File: config.mk
export PLATFORM = sky130hd
export DESIGN_NAME = pc_gen
export DESIGN_NICKNAME = d
export VERILOG_FILES = /design/src/rtl/pc_gen.sv
export SDC_FILE = /design/constraint.sdc
export NUM_CORES = 1
export LEC_CHECK = 0
export CORE_AREA = 2 2 210 150
export CTS_CLUSTER_DIAMETER = 150
export DETAILED_ROUTE_END_ITERATION = 6
export DIE_AREA = 0 0 212 152
export PLACE_DENSITY = 0.65
export REMOVE_ABC_BUFFERS = 1
export SLEW_MARGIN = 30
export SYNTH_ARGS = -nofsm -noshare
export SYNTH_HDL_FRONTEND = slang
export SYNTH_SLANG_ARGS = --single-unit
File: constraint.sdc
create_clock -name Clk -period 5.4 [get_ports Clk]
set_input_delay 0.81 -clock Clk [delete_from_list [all_inputs] [get_ports Clk]]
set_output_delay 0.81 -clock Clk [all_outputs]
set_load 0.05 [all_outputs]
File: src/rtl/pc_gen.sv
// pc_gen: fetch program-counter generator at the head of IF.
//
// Purpose:
//   Chooses the next fetch address from one of these sources:
//     - exception vector
//     - EX-stage redirect
//     - stall hold
//     - call target
//     - return prediction, from a circular return-address stack (RAS)
//     - sequential increment
//   PCResult is registered, so no input reaches it combinationally.
//
// Ports:
//   Clk             rising-edge clock
//   Reset           synchronous reset, active low
//   Stall           hold PC; gates sequential/Call/Ret only
//   ExcValid        load EXC_VEC (highest priority)
//   Redirect        load RedirectTarget
//   RedirectTarget  redirect destination
//   Call            push PC+INC, load CallTarget
//   CallTarget      call destination
//   Ret             pop RAS top, or use RetTarget if the RAS is empty
//   RetTarget       fallback return destination
//   PCResult        current fetch PC
//   RasCount        number of valid RAS entries
//   RasEmpty        RasCount == 0
//   RasFull         RasCount == RAS_DEPTH
//   MisalignErr     one-cycle flag after a misaligned redirect/call trap
//
// Build option:
//   PC_MISALIGN_TRAP_EN
//     Traps redirect/call targets that are not INC-aligned to EXC_VEC.
//     When this macro is undefined, MisalignErr is tied to 0.
module pc_gen #(
  parameter int                 WIDTH     = 32,
  parameter logic [WIDTH-1:0]   RESET_VEC = 32'h00000000,
  parameter logic [WIDTH-1:0]   EXC_VEC   = 32'h00000080,
  parameter int                 INC       = 4,
  parameter int                 RAS_DEPTH = 8
) (
  input  logic                           Clk,
  input  logic                           Reset,
  input  logic                           Stall,
  input  logic                           ExcValid,
  input  logic                           Redirect,
  input  logic [WIDTH-1:0]               RedirectTarget,
  input  logic                           Call,
  input  logic [WIDTH-1:0]               CallTarget,
  input  logic                           Ret,
  input  logic [WIDTH-1:0]               RetTarget,
  output logic [WIDTH-1:0]               PCResult,
  output logic [$clog2(RAS_DEPTH+1)-1:0] RasCount,
  output logic                           RasEmpty,
  output logic                           RasFull,
  output logic                           MisalignErr
);

  localparam int PW = $clog2(RAS_DEPTH);
  localparam int CW = $clog2(RAS_DEPTH+1);

  logic [WIDTH-1:0] pc, pc_nxt, pc_seq;
  logic [PW-1:0]    ptr, ptr_inc, ptr_dec;
  logic [CW-1:0]    cnt, cnt_nxt;
  logic             empty_q, full_q;
  logic             push, pop;
  logic [WIDTH-1:0] ras [RAS_DEPTH];

  assign pc_seq  = pc + WIDTH'(INC);
  assign ptr_inc = ptr + PW'(1);
  assign ptr_dec = ptr - PW'(1);

`ifdef PC_MISALIGN_TRAP_EN
  localparam logic [WIDTH-1:0] AMASK = WIDTH'(INC - 1);
  logic trap, merr_q;
`endif

  // Next-PC select, highest priority first.
  always_comb begin
    pc_nxt = pc_seq;
    push   = 1'b0;
    pop    = 1'b0;
`ifdef PC_MISALIGN_TRAP_EN
    trap   = 1'b0;
`endif
    if (ExcValid) begin
      pc_nxt = EXC_VEC;
    end else if (Redirect) begin
      pc_nxt = RedirectTarget;
`ifdef PC_MISALIGN_TRAP_EN
      if ((RedirectTarget & AMASK) != '0) begin
        pc_nxt = EXC_VEC;
        trap   = 1'b1;
      end
`endif
    end else if (Stall) begin
      pc_nxt = pc;
    end else if (Call) begin
      pc_nxt = CallTarget;
      push   = 1'b1;
`ifdef PC_MISALIGN_TRAP_EN
      // A trapping call never reaches its target, so nothing is pushed.
      if ((CallTarget & AMASK) != '0) begin
        pc_nxt = EXC_VEC;
        push   = 1'b0;
        trap   = 1'b1;
      end
`endif
    end else if (Ret) begin
      if (cnt != '0) begin
        pc_nxt = ras[ptr];
        pop    = 1'b1;
      end else begin
        pc_nxt = RetTarget;
      end
    end
  end

  // Count saturates on push-when-full: the pointer wraps over the oldest entry.
  always_comb begin
    cnt_nxt = cnt;
    if (push && cnt != CW'(RAS_DEPTH)) cnt_nxt = cnt + CW'(1);
    else if (pop)                      cnt_nxt = cnt - CW'(1);
  end

  always_ff @(posedge Clk) begin
    if (!Reset) begin
      pc      <= RESET_VEC;
      ptr     <= '0;
      cnt     <= '0;
      empty_q <= 1'b1;
      full_q  <= 1'b0;
    end else begin
      pc      <= pc_nxt;
      cnt     <= cnt_nxt;
      empty_q <= (cnt_nxt == '0);
      full_q  <= (cnt_nxt == CW'(RAS_DEPTH));
      if (push)     ptr <= ptr_inc;
      else if (pop) ptr <= ptr_dec;
    end
  end

  // Stack contents need no reset; the count qualifies them.
  always_ff @(posedge Clk) begin
    if (Reset && push) ras[ptr_inc] <= pc_seq;
  end

`ifdef PC_MISALIGN_TRAP_EN
  always_ff @(posedge Clk) begin
    if (!Reset) merr_q <= 1'b0;
    else        merr_q <= trap;
  end
  assign MisalignErr = merr_q;
`else
  assign MisalignErr = 1'b0;
`endif

  assign PCResult = pc;
  assign RasCount = cnt;
  assign RasEmpty = empty_q;
  assign RasFull  = full_q;

endmodule
==> out/summary.txt <==
OUTCOME
----------------------------------------------------------------------------------------
Result of the run ......................................................... finished, final reports clean

POWER
----------------------------------------------------------------------------------------
Clock power share .........................................................        40.9%
Cell internal power dissipation ...........................................      3.86 mW
Net Sw Frac ...............................................................        22.5%
Reg power frac ............................................................        51.5%
Leak ......................................................................      5.11 nW
P per Cell Area ...........................................................  308 nW/um^2
Net Switching .............................................................      1.12 mW
Worst IR Drop VDD .........................................................   0.000257 V
Logic pwr share ...........................................................         7.6%
Total design power ........................................................      4.98 mW

TIMING
----------------------------------------------------------------------------------------
Shortest period the worst path allows .....................................      3.14 ns
Final setup vio count .....................................................            0
Maximum operating frequency ...............................................    0.319 GHz
Worst-Margin Slew .........................................................      1.01 ns
Share of the clock period used by the worst path after layout .............        58.1%
Max_slew headroom .........................................................        32.5%
Fin. max-slew vios ........................................................            0
Final Hold Violating Endpoints ............................................            0
TNS Setup .................................................................         0 ns
Setup repair after global routing missed its margin .......................        false
Skew final ................................................................   0.00973 ns

DETAILED ROUTING
----------------------------------------------------------------------------------------
First-pass DRT Iterations .................................................            5
Wirelength per Cell .......................................................      26.4 um
DR vias/cell ..............................................................         6.02
DRT antenna net count .....................................................            0
Residual DRC ..............................................................            0
Starting DRC count in detailed routing ....................................         1105
Routed via count ..........................................................         8839
Routed WL .................................................................     38800 um

SYNTHESIS
----------------------------------------------------------------------------------------
Mapped Cells ..............................................................          902
Cell with the most instances after synthesis ..............................     edfxtp_1
Leading post-synthesis cells by instance count ............................ edfxtp_1, mux4_2, nand2_1
Share of the synthesized area in the top cell type ........................        57.4%
Area of the mapped netlist ................................................   13400 um^2
FFs w/ async S/R, synth ...................................................           0%
Synth top area cells ...................................................... edfxtp_1, mux4_2, dfxtp_1
Number of flops mapped to enable cells by yosys ...........................          256
Share of the yosys chip area belonging to registers .......................        64.0%
Syn. warnings .............................................................            0
Avg Inst Size Synth .......................................................    14.8 um^2
Flops & latches, synth ....................................................          300
Area leader, netlist ......................................................     edfxtp_1
Synth cell types ..........................................................           69
Ys flop type ..............................................................     edfxtp_1

PLACED DESIGN
----------------------------------------------------------------------------------------
Weighted congestion at the end of routability-driven global placement .....        0.836
Count of buffers inserted at the top-level ports ..........................          140
Placement-stage cell area .................................................   15200 um^2
Detailed Place HPWL .......................................................     24700 um
Cells after DPL ...........................................................         1417

SETUP PATH
----------------------------------------------------------------------------------------
CP peak stage delay .......................................................      0.76 ns
Nature of the critical path endpoint ......................................    flip-flop
Worst-case register-to-register setup slack ...............................      2.40 ns
Ordered list of cells on the worst path ................................... clkdlybuf4s50_1, nor4b_4, nand3_1, nor2_4, buf_4
Arrival time at the worst endpoint ........................................      3.38 ns
CP required ...............................................................      5.64 ns
Category of cells accounting for the largest share of critical-path delay . simple AND/OR/NAND/NOR gates
Setup Crit Path Kind ......................................................    in -> reg
Kind of start point of the critical path ..................................   input port
Cell with the largest stage delay on the worst path .......................       nor2_4
Buffers & Inverters on Critical Path ......................................            2
Maximum net fanout on the critical path ...................................           21

LAYOUT
----------------------------------------------------------------------------------------
Share of cells above drive strength 1 .....................................        15.5%
Final Util ................................................................        53.1%
Finished Cell Area ........................................................   16200 um^2
Multi-input gate area in the final layout .................................    4500 um^2
# nets final ..............................................................         1136
Flip-flop and latch area ..................................................    8570 um^2
Area growth, synth to finish ..............................................        20.9%
Count of inserted antenna diode cells .....................................            0
Layout filler cell count ..................................................         2475
Number of non-filler instances in the completed layout ....................         1469

GRT
----------------------------------------------------------------------------------------
GR peak layer .............................................................         met1
Largest net degree at the start of global routing .........................           48
Total global routing overflow .............................................            0
Grt met2 use ..............................................................        34.1%
Antenna violations before repair ..........................................            0
Vias in the first global route ............................................         8359
Global-route wire length before repair ....................................     56200 um
GR met3 Demand/Resource ...................................................        4.80%
Met1 capacity usage during global routing .................................        37.4%
Global Route Usage Sum ....................................................        23.9%

DIE
----------------------------------------------------------------------------------------
Initial cell density of the core ..........................................        43.9%
Core outline area .........................................................   30500 um^2
Die W .....................................................................       212 um
Full die area .............................................................   32200 um^2
Die H .....................................................................       152 um
FP Rows ...................................................................           54
Ports .....................................................................          142

JOB
----------------------------------------------------------------------------------------
Max-capacitance violation count ...........................................            0

CLOCK TREE
----------------------------------------------------------------------------------------
TritonCTS clock tree ......................................................        built
Num Clock Sinks ...........................................................          300
Post-cts resize count .....................................................            0
Total of hold buffers inserted after clock tree synthesis .................            0
Post-CTS repair timing setup buffer count .................................            0
Number of buffers inserted during clock tree synthesis ....................           29
Maximum count of clock buffers along a single path ........................            3
Source-to-sink clock delay at the later pin of the worst-skew pair ........      0.55 ns
Clock slew at reported path FFs ...........................................      0.07 ns
H-tree levels .............................................................            1
CTS root buf ..............................................................    clkbuf_16

WORST HOLD PATH
----------------------------------------------------------------------------------------
Hold/Removal Path Class ...................................................   reg -> reg

==> stage by stage <==
stage,hold WS [ns],worst slack (ns)
3_3_place_gp,0.605,1.75
5_1_grt,0.636,2.15
4_1_cts,0.616,2.29
3_5_place_dp,0.607,1.71
6_report,0.609,2.26
2_1_floorplan,0.560,1.21
==> cell type report <==
| type | count | area share [%] |
|---|---|---|
| Tap cell | 420 | 3.25 |
| Multi-Input combinational cell | 520 | 27.8 |
| Timing Repair Buffer | 163 | 9.75 |
| Clock buffer | 31 | 4.53 |
| Sequential cell | 300 | 53.0 |
| Inverter | 14 | 0.325 |
| Clock inverter | 21 | 1.34 |
==> sequential cells by signal, indices dropped and copies added (netlist names), named ones only <==
name	cells
PCResult	30
RasCount	4
RasEmpty	1
RasFull	1
ptr	3
ras	256
==> layer usage <==
metal	wire (um)	vias up	part of all wire, %
met1	17400	4426	45
met3	3700	59	9.5
met4	965	0	2.5
met5	0	-	0
met2	16800	494	43
li1	-	3860	-
==> cell usage in the layout (no fill, tap or decap), drive strengths merged, types with 7 or more instances in the layout <==
cell type	count
clkdlybuf4s50	138
clkbuf	31
nor3	25
edfxtp	256
a22oi	12
o21ai	34
buf	25
a211oi	15
mux2i	29
and3	9
dfxtp	44
xor2	9
o311a	11
a221o	8
nand3	19
nand2	51
xnor2	19
or3	7
inv	14
a21oi	36
nand4	10
o221ai	10
mux2	8
nor2	41
clkinv	15
nand2b	11
mux4	61
==> cells by family (layout without fill, tap and decap cells) <==
family                   count (synthesis)  after routing  synth area share (%)
other                                    1              1                0.0280
XOR/XNOR                                28             28                  1.83
AND/OR/NAND/NOR                        205            205                  7.97
AO/OA/AOI/OAI                          183            183                  9.78
buffers and inverters                   82            229                  2.79
adder cells (fa/ha/maj)                  5              5                 0.467
flip-flops                             300            300                  64.0
multiplexers                            98             98                  13.1
==> final timing paths <==
check                                 start      endpoint  cells after the start
worst max-delay path               ExcValid    ras[6][16]                      5
worst min-delay path              flip-flop     ras[2][0]                      0
worst max register to register  PCResult[2]  PCResult[28]                      6
worst min register to register    flip-flop     ras[2][0]                      0
==> power by group through the flow <==
stage	Clock (mW)	Combinational, mW	Sequential, mW
finish	2.04	0.378	2.56
global route	2.15	0.399	2.57
CTS	2.07	0.375	2.56
detailed placement	0	0.373	2.61
global placement	0	0.371	2.61
floorplan	0	0.132	2.64
Power figures use the tool's default switching activity.
